<file path="config.mk">
export PLATFORM = sky130hd
export DESIGN_NAME = instr_fetch_queue_flat
export DESIGN_NICKNAME = d
export VERILOG_FILES = /design/src/rtl/instr_fetch_queue_if.sv /design/src/rtl/instr_fetch_queue.sv /design/src/flat_wrapper.sv
export SDC_FILE = /design/constraint.sdc
export NUM_CORES = 1
export LEC_CHECK = 0
export CAP_MARGIN = 25
export CORE_UTILIZATION = 45
export DETAILED_ROUTE_END_ITERATION = 6
export GPL_TIMING_DRIVEN = 1
export PLACE_DENSITY_LB_ADDON = 0.1
export SYNTH_ARGS = -nofsm -noshare
export SYNTH_HDL_FRONTEND = slang
export SYNTH_SLANG_ARGS = --single-unit
</file>
<file path="constraint.sdc">
create_clock -name clk -period 13.3 [get_ports clk]
set_input_delay 2.66 -clock clk [delete_from_list [all_inputs] [get_ports clk]]
set_output_delay 2.66 -clock clk [all_outputs]
set_load 0.02 [all_outputs]
</file>
<file path="src/rtl/instr_fetch_queue_if.sv">
`default_nettype none
// ============================================================================
// Module   : instr_fetch_queue_if
// Brief    : Fetch request/response, redirect and decode-side handshake
//            signals of the instruction fetch queue.
// Revision : 1.0 - initial release
// ============================================================================
interface instr_fetch_queue_if;
  logic        imem_req_valid;
  logic        imem_req_ready;
  logic [31:0] imem_req_addr;
  logic        imem_resp_valid;
  logic [31:0] imem_resp_data;
  logic        redirect_valid;
  logic [31:0] redirect_pc;
  logic        out_valid;
  logic        out_ready;
  logic [31:0] out_instr;
  logic [31:0] out_pc;
  logic        fetch_misalign;

  // master is the fetch queue itself; slave is memory/decode/branch side
  modport master (
    output imem_req_valid, imem_req_addr, out_valid, out_instr, out_pc, fetch_misalign,
    input  imem_req_ready, imem_resp_valid, imem_resp_data, redirect_valid, redirect_pc,
           out_ready
  );

  modport slave (
    input  imem_req_valid, imem_req_addr, out_valid, out_instr, out_pc, fetch_misalign,
    output imem_req_ready, imem_resp_valid, imem_resp_data, redirect_valid, redirect_pc,
           out_ready
  );
endinterface
`default_nettype wire

</file>
<file path="src/rtl/instr_fetch_queue.sv">
`default_nettype none
// ============================================================================
// Module   : instr_fetch_queue
// Brief    : Sequential instruction fetcher with in-order responses buffered in
//            a DEPTH-entry {pc, instr} FIFO; redirect flushes queue and fetches.
//            Optional macro IFQ_ALIGN_CHK_EN halts fetch on misaligned redirect.
// Revision : 1.0 - initial release
// ============================================================================
module instr_fetch_queue #(
  parameter int unsigned DEPTH    = 4,
  parameter logic [31:0] RESET_PC = 32'h0000_0000
) (
  input  logic                clk,
  input  logic                reset,
  instr_fetch_queue_if.master bus
);

  localparam int unsigned    CNT_W   = $clog2(DEPTH + 1);
  localparam int unsigned    PTR_W   = $clog2(DEPTH);
  localparam logic [CNT_W:0] DEPTH_W = (CNT_W + 1)'(DEPTH);

  typedef enum logic [0:0] {
    ST_FETCH = 1'b0,
    ST_HALT  = 1'b1
  } state_e;

  state_e             state_q, state_d;
  logic [31:0]        fetch_pc_q, fetch_pc_d;
  logic [31:0]        resp_pc_q, resp_pc_d;
  logic [CNT_W-1:0]   count_q, count_d;
  logic [CNT_W-1:0]   outstanding_q, outstanding_d;
  logic [CNT_W-1:0]   drop_cnt_q, drop_cnt_d;
  logic [PTR_W-1:0]   wr_ptr_q, wr_ptr_d;
  logic [PTR_W-1:0]   rd_ptr_q, rd_ptr_d;
  logic [31:0]        pc_mem_q    [DEPTH];
  logic [31:0]        instr_mem_q [DEPTH];
`ifdef IFQ_ALIGN_CHK_EN
  logic               misalign_q, misalign_d;
`endif

  logic [CNT_W:0]     occupancy;
  logic [31:0]        redirect_target;
  logic               req_valid;
  logic               req_fire;
  logic               resp_fire;
  logic               out_valid;
  logic               pop;
  logic               push;

  always_comb begin
    occupancy = {1'b0, count_q} + {1'b0, outstanding_q};
`ifdef IFQ_ALIGN_CHK_EN
    redirect_target = bus.redirect_pc;
`else
    redirect_target = bus.redirect_pc & 32'hFFFF_FFFC;
`endif
    // Buffered plus in-flight entries never exceed DEPTH, so a push can't overflow
    req_valid = !reset && (state_q == ST_FETCH) && !bus.redirect_valid &&
                (occupancy < DEPTH_W);
    req_fire  = req_valid && bus.imem_req_ready;
    resp_fire = bus.imem_resp_valid;
    out_valid = (count_q != '0) && !bus.redirect_valid;
    pop       = out_valid && bus.out_ready;
    push      = resp_fire && (drop_cnt_q == '0) && !bus.redirect_valid;
  end

  always_comb begin
    state_d       = state_q;
    fetch_pc_d    = fetch_pc_q;
    resp_pc_d     = resp_pc_q;
    count_d       = count_q;
    drop_cnt_d    = drop_cnt_q;
    wr_ptr_d      = wr_ptr_q;
    rd_ptr_d      = rd_ptr_q;
    outstanding_d = outstanding_q + CNT_W'(req_fire) - CNT_W'(resp_fire);
`ifdef IFQ_ALIGN_CHK_EN
    misalign_d    = misalign_q;
`endif

    if (bus.redirect_valid) begin
      // Everything still owed by memory (minus the one arriving now) is stale
      count_d    = '0;
      wr_ptr_d   = '0;
      rd_ptr_d   = '0;
      drop_cnt_d = outstanding_q - CNT_W'(resp_fire);
      fetch_pc_d = redirect_target;
      resp_pc_d  = redirect_target;
`ifdef IFQ_ALIGN_CHK_EN
      if (redirect_target[1:0] != 2'b00) begin
        state_d    = ST_HALT;
        misalign_d = 1'b1;
      end else begin
        state_d    = ST_FETCH;
        misalign_d = 1'b0;
      end
`endif
    end else begin
      if (req_fire) fetch_pc_d = fetch_pc_q + 32'd4;
      if (resp_fire && (drop_cnt_q != '0)) drop_cnt_d = drop_cnt_q - CNT_W'(1);
      if (push) begin
        wr_ptr_d  = wr_ptr_q + PTR_W'(1);
        resp_pc_d = resp_pc_q + 32'd4;
      end
      if (pop) rd_ptr_d = rd_ptr_q + PTR_W'(1);
      count_d = count_q + CNT_W'(push) - CNT_W'(pop);
    end
  end

  always_ff @(posedge clk or posedge reset) begin
    if (reset) begin
      state_q       <= ST_FETCH;
      fetch_pc_q    <= RESET_PC;
      resp_pc_q     <= RESET_PC;
      count_q       <= '0;
      outstanding_q <= '0;
      drop_cnt_q    <= '0;
      wr_ptr_q      <= '0;
      rd_ptr_q      <= '0;
`ifdef IFQ_ALIGN_CHK_EN
      misalign_q    <= 1'b0;
`endif
    end else begin
      state_q       <= state_d;
      fetch_pc_q    <= fetch_pc_d;
      resp_pc_q     <= resp_pc_d;
      count_q       <= count_d;
      outstanding_q <= outstanding_d;
      drop_cnt_q    <= drop_cnt_d;
      wr_ptr_q      <= wr_ptr_d;
      rd_ptr_q      <= rd_ptr_d;
`ifdef IFQ_ALIGN_CHK_EN
      misalign_q    <= misalign_d;
`endif
    end
  end

  // Storage is cleared on reset so the head outputs read zero out of reset
  always_ff @(posedge clk or posedge reset) begin
    if (reset) begin
      for (int i = 0; i < int'(DEPTH); i++) begin
        pc_mem_q[i]    <= '0;
        instr_mem_q[i] <= '0;
      end
    end else if (push) begin
      pc_mem_q[wr_ptr_q]    <= resp_pc_q;
      instr_mem_q[wr_ptr_q] <= bus.imem_resp_data;
    end
  end

  assign bus.imem_req_valid = req_valid;
  assign bus.imem_req_addr  = fetch_pc_q;
  assign bus.out_valid      = out_valid;
  assign bus.out_pc         = pc_mem_q[rd_ptr_q];
  assign bus.out_instr      = instr_mem_q[rd_ptr_q];
`ifdef IFQ_ALIGN_CHK_EN
  assign bus.fetch_misalign = misalign_q;
`else
  assign bus.fetch_misalign = 1'b0;
`endif

  a_resp_has_request: assert property (@(posedge clk) disable iff (reset)
    bus.imem_resp_valid |-> (outstanding_q != '0));
  a_drop_bounded: assert property (@(posedge clk) disable iff (reset)
    drop_cnt_q <= outstanding_q);

endmodule
`default_nettype wire

</file>
<file path="src/flat_wrapper.sv">
// flat-port wrapper written by rule: the top's interface ports become plain ports
module instr_fetch_queue_flat 
#(
  parameter int unsigned DEPTH    = 4,
  parameter logic [31:0] RESET_PC = 32'h0000_0000
)
  (clk, reset, bus_imem_req_valid, bus_imem_req_addr, bus_out_valid, bus_out_instr, bus_out_pc, bus_fetch_misalign, bus_imem_req_ready, bus_imem_resp_valid, bus_imem_resp_data, bus_redirect_valid, bus_redirect_pc, bus_out_ready);
  instr_fetch_queue_if bus_i ();
  input  logic clk;
  input  logic reset;
  output wire logic [$bits(bus_i.imem_req_valid)-1:0] bus_imem_req_valid;
  output wire logic [$bits(bus_i.imem_req_addr)-1:0] bus_imem_req_addr;
  output wire logic [$bits(bus_i.out_valid)-1:0] bus_out_valid;
  output wire logic [$bits(bus_i.out_instr)-1:0] bus_out_instr;
  output wire logic [$bits(bus_i.out_pc)-1:0] bus_out_pc;
  output wire logic [$bits(bus_i.fetch_misalign)-1:0] bus_fetch_misalign;
  input wire logic [$bits(bus_i.imem_req_ready)-1:0] bus_imem_req_ready;
  input wire logic [$bits(bus_i.imem_resp_valid)-1:0] bus_imem_resp_valid;
  input wire logic [$bits(bus_i.imem_resp_data)-1:0] bus_imem_resp_data;
  input wire logic [$bits(bus_i.redirect_valid)-1:0] bus_redirect_valid;
  input wire logic [$bits(bus_i.redirect_pc)-1:0] bus_redirect_pc;
  input wire logic [$bits(bus_i.out_ready)-1:0] bus_out_ready;
  assign bus_imem_req_valid = bus_i.imem_req_valid;
  assign bus_imem_req_addr = bus_i.imem_req_addr;
  assign bus_out_valid = bus_i.out_valid;
  assign bus_out_instr = bus_i.out_instr;
  assign bus_out_pc = bus_i.out_pc;
  assign bus_fetch_misalign = bus_i.fetch_misalign;
  assign bus_i.imem_req_ready = bus_imem_req_ready;
  assign bus_i.imem_resp_valid = bus_imem_resp_valid;
  assign bus_i.imem_resp_data = bus_imem_resp_data;
  assign bus_i.redirect_valid = bus_redirect_valid;
  assign bus_i.redirect_pc = bus_redirect_pc;
  assign bus_i.out_ready = bus_out_ready;
  instr_fetch_queue #(.DEPTH(DEPTH), .RESET_PC(RESET_PC)) u_core (.clk(clk), .reset(reset), .bus(bus_i));
endmodule
</file>
# ---- After elaboration in Yosys (flattened, before gate mapping)
# Index checks and enable logic that the tools add are counted.
# Widths: inputs -> output; s select.
dict set report word_totals {
  regBits 333
  inputBits 70
  output_inout_bits 99
  word_cells 71
}
dict set report classes {
  addsub 11
  magnitude_cmp 4
  mux 21
  n_bitwise 2
  n_reduce_logical 18
}
# op n
set op_table {}
lappend op_table {{$mux 32} 9}
lappend op_table {{$bwmux 128} 2}
lappend op_table {{$bmux 32 s2} 2}
lappend op_table {{$add 32x3->32 const B} 2}
lappend op_table {{$demux 32 s2} 1}
lappend op_table {{$logic_and 1x1->1} 9}
lappend op_table {{$mux 3} 3}
lappend op_table {{$sub 3x1->3} 3}
lappend op_table {{$mux 2} 4}
lappend op_table {{$reduce_bool 2->1} 4}
lappend op_table {{$add 3x1->3} 2}
lappend op_table {{$ge 3x3->1 const B} 2}
lappend op_table {{$not 2->3} 2}
lappend op_table {{$reduce_bool 3->1} 2}
lappend op_table {{$add 2x1->2 const B} 2}
lappend op_table {{$add 3x3->4} 1}
lappend op_table {{$lt 4x3->1 const B} 1}
lappend op_table {{$logic_not 3->1} 1}
lappend op_table {{$lt 3x1->1 const B} 1}
lappend op_table {{$sub 3x1->3 const B} 1}
lappend op_table {{$logic_not 1->1} 2}

# ---- Depth between registers and ports, before layout
dict set report logic_depth {
  word_depth 6
  ltp_mapped 10
  depth_no_buf 9
}

# ---- Worst setup path after synthesis
# OpenSTA, ideal clock, no wires.
dict set report synth_path {
  path_kind {input to output}
  startpoint {in bus_redirect_valid}
  endpoint {out bus_out_valid}
  arrival_ps 3652
  t_required_ps 10640
  slack_ps 6988
  cell_stages 4
  path_buffers 3
  cell_sequence {clkbuf_1 buf_1 buf_1 nor2_1}
}
dict set report synth_via {
  elab_chain_cells 2
}
# item line_no
set synth_lines {}
lappend synth_lines {{start, declared} flat_wrapper.sv:20} ;# input wire logic [$bits(bus_i.redirect_valid)-1:0] bus_redirect_valid;
lappend synth_lines {{$logic_not 1->1} instr_fetch_queue.sv:62} ;# out_valid = (count_q != '0) && !bus.redirect_valid;
lappend synth_lines {{$logic_and 1x1->1} instr_fetch_queue.sv:62}
lappend synth_lines {{end, declared} flat_wrapper.sv:13} ;# output wire logic [$bits(bus_i.out_valid)-1:0] bus_out_valid;
# No other way between the ends.

# ---- Worst setup path in the final report
dict set report layout_path {
  startpoint {in bus_redirect_valid}
  endpoint {out bus_imem_req_valid}
}
dict set report layout_via {
  elab_chain_cells 3
}
# item line_no
set layout_lines {}
lappend layout_lines {{$logic_not 1->1} instr_fetch_queue.sv:58} ;# req_valid = !reset && (state_q == ST_FETCH) && !bus.redirect_valid &&
lappend layout_lines {{$logic_and 1x1->1 (2 in a row)} instr_fetch_queue.sv:58}
lappend layout_lines {{end, declared} flat_wrapper.sv:11} ;# output wire logic [$bits(bus_i.imem_req_valid)-1:0] bus_imem_req_valid;
# No other way between the ends.

==> impl_results.md <==
- Most frequent cells in the layout: dfrtp_1, mux2_2, clkdlybuf4s50_1
- Net Sw Power: a little over 1 mW
- Worst Hold Class: reg2reg
- Cells after Synth: approximately 1100
- Avg Cell Area, Syn: 13.4 µm²
- Yosys warnings: 0
- Pint: around 2.3 mW
- Ant diodes: 0
- Post-synthesis sequential area ratio: 0.541
- Reg power frac: 0.400
- Antenna-violating nets left: 0
- Post-synth ARST share: 1.00
- PwrDens: around 180 nW/µm²
- Final Hold Fails: 0
- Area grow syn2layout: 21.4%
- DRT Pass-1 Iters: 6
- CTS Buffer Depth: 3
- Post-route setup slack: around 6.0 ns
- DPL Wire Length: 20900 µm
- Combinational Power Share: 0.322
- CP Class: in2out
- Sw Ratio: 0.302
- Grt total ovfl: 0
- FF+latch count, synth: approximately 320
- Post-route clock skew: approximately 0.008 ns
- Largest family of logic cells by synthesized area: multiplexers
- CTS root buf: clkbuf_16
- CP max stage cell: buf_2
- Vias per std cell: about 5.6
- Initial Util: 0.456
- CP arrival: approximately 4.6 ns
- Worst-Skew Late Latency: between 0.5 and 0.6 ns
- Routed WL: roughly 34000 µm
- Share of layout cells above drive strength 1: 0.297
- R2R setup slack: between 10 and 15 ns
- Gp weighted congestion: roughly 0.82
- Largest net degree at the start of global routing: about 170
- Cell taking the most area after synthesis: dfrtp_1
- Post-synth top area share: 0.541
- GR Util All Layers: 0.207
- Row Count: 66
- DRC violations left: 0
- Synth Cell Area: ~15000 µm²
- WL/cell: 19.7 µm
- Fmax: 0.137 GHz
- Post-synth EDFFs: 0
- Slew Limit Fails: 0
- Adder-cell share of the synthesized area: 0.0162
- Critical Path Fanout Max: 42
- Full die area: 33700 µm²
- Clock transition at path regs: roughly 0.050 ns
- Post-CTS Hold Fix Bufs: 0
- Synth cell types: between 40 and 50
- Commonest non-fill, non-tap cell in the layout: dfrtp_1
- CP required: between 10 and 15 ns
- CTS-repair resized insts: 0
- 1st-iter DRT viols: 479
- Max-Cap Viols: 0
- Slew HR: 0.310
- Least-Margin Pin Slew: between 1 and 1.5 ns
- Synth top area cells: dfrtp_1, mux2_2, mux4_2
- Compound-Gate Fraction of Synth Area: 0.0408
- Die Y: 184 µm
- Status: complete, no violations
- Vias: 9489
- Post-synthesis mux area share: 0.276
- CTS Sinks: 321
- Crit-path cells: buf_2 -> buf_4 -> nor3_1 -> and3_1 -> clkdlybuf4s50_1
- CTS tree: yes
- Worst Setup Start Kind: input port
- Synth Flop Type: dfrtp_1
- Leakage power total: around 8 nW
- First-pass GRT wire length: 54700 µm
- Chip width: approximately 180 µm
- Final Setup Violations: 0
- Delay-heaviest family, CP: buffers and inverters
- Period utilisation layout: 0.548
- Max VDD drop: between 0.0001 and 0.00015 V
- RSZ-0062 raised after global routing: false
- Worst path max stage delay: 0.58 ns
- Xor and xnor area share after synthesis: 0.0236
- Htree depth: 2
- Initial antenna violation count: 0
- Crit path capture type: output port
- Post-Synth Simple-Gate Area: 0.0736
- # Post-CTS Setup Buffers: 0
- Power share of the clock group: 0.278
- Setup TNS: 0 ns
- Fillers: 2723
- Buf/Inv on CP: 3
- Vias in the first global route: between 9000 and 10000
- I/O Buffers: approximately 160
- I/O pins: 169
- Total CTS buffers: 37
- Core Region: approximately 33000 µm²
- Place WS: 6.01 ns
- NumNets Final: 1334
- Shortest period the worst path allows: 7.28 ns
state kept, by name, summed over array words and instances, names as in the netlist:
register / cells
u_core.bus.imem_req_addr: 30
u_core.count_q: 3
u_core.drop_cnt_q: 3
u_core.instr_mem_q: 128
u_core.outstanding_q: 3
u_core.pc_mem_q: 120
u_core.rd_ptr_q: 2
u_core.resp_pc_q: 30
u_core.wr_ptr_q: 2
synthesized netlist by cell type (all sizes together) (3+ instances only):
cell type,n
nand3b,6
ha,16
mux4,62
nor2,38
o311ai,12
nand4,25
a31oi,4
and4,3
inv,25
nor3,11
mux2,238
and3,5
nand3,31
xnor2,21
clkbuf,36
or4,4
xor2,19
nor4,6
o211ai,7
a21oi,9
nand2b,3
o21ai,60
buf,39
nand2,81
dfrtp,321
nor2b,3
through the flow:
step / utilization / cell area, µm² / hold slack (ns) / cells / power [mW]
finish: 0.554 / 18000 / 0.477 / 1709 / 3.33
global placement: 0.517 / 16800 / 0.456 / 1644 / 2.40
detailed placement: 0.521 / 16900 / 0.468 / 1649 / 2.43
CTS: 0.554 / 18000 / 0.480 / 1709 / 3.38
floorplan: - / 14900 / 0.445 / 1108 / 1.99
global route: 0.554 / 18000 / 0.501 / 1709 / 3.50
power by group through the flow:
| stage | Combinational [mW] | Sequential (mW) | Clock [mW] |
|---|---|---|---|
| detailed placement | 1.09 | 1.35 | 0 |
| CTS | 1.09 | 1.33 | 0.955 |
| global route | 1.15 | 1.36 | 0.990 |
| finish | 1.07 | 1.33 | 0.927 |
| global placement | 1.06 | 1.34 | 0 |
| floorplan | 0.693 | 1.30 | 0 |
per-layer routing:
layer	GRT usage	part of all wire
met2	0.332	0.46
met1	0.290	0.46
met3	0.0406	0.056
met5	0	0
met4	0.0520	0.018
path summary, 6_finish.rpt:
path | start | to | depth (start not counted)
min | u_core.pc_mem_q[48]$_DFFE_PP0P_ | u_core.pc_mem_q[48]$_DFFE_PP0P_ | 2
min in group asynchronous | reset | u_core.count_q[2]$_DFF_PP0_ | 2
max | bus_redirect_valid | bus_imem_req_valid | 5
max in group asynchronous | reset | u_core.rd_ptr_q[0]$_DFFE_PP0P_ | 4
max reg2reg | u_core.outstanding_q[2]$_DFF_PP0_ | u_core.outstanding_q[2]$_DFF_PP0_ | 10
min reg2reg | u_core.pc_mem_q[48]$_DFFE_PP0P_ | u_core.pc_mem_q[48]$_DFFE_PP0P_ | 2
logic make-up (layout without fill, tap and decap cells):
logic type      after synthesis  in the layout
simple gates                221            221
flops                       321            321
buf+inv                     100            259
compound gates              101            101
xor+xnor                     40             40
mux                         302            302
other cells                   1              5
fa+ha+maj                    18             18
worst min-delay path, cell delays in order, from the launching register on:
cell and delay [ns]:
dfrtp_1 0.33, nand2_1 0.04, o21ai_0 0.06
cell type report:
| type | count | area, µm² | share of cell area |
|---|---|---|---|
| clock inverter | 10 | 75.1 | 0.00417 |
| tap | 442 | 553 | 0.0307 |
| clock buffer | 50 | 1000 | 0.0557 |
| multi-input combinational | 687 | 6430 | 0.357 |
| sequential | 321 | 8040 | 0.446 |
| inverter | 25 | 101 | 0.00562 |
| timing repair buffer | 174 | 1820 | 0.101 |
Power figures use the tool's default switching activity.
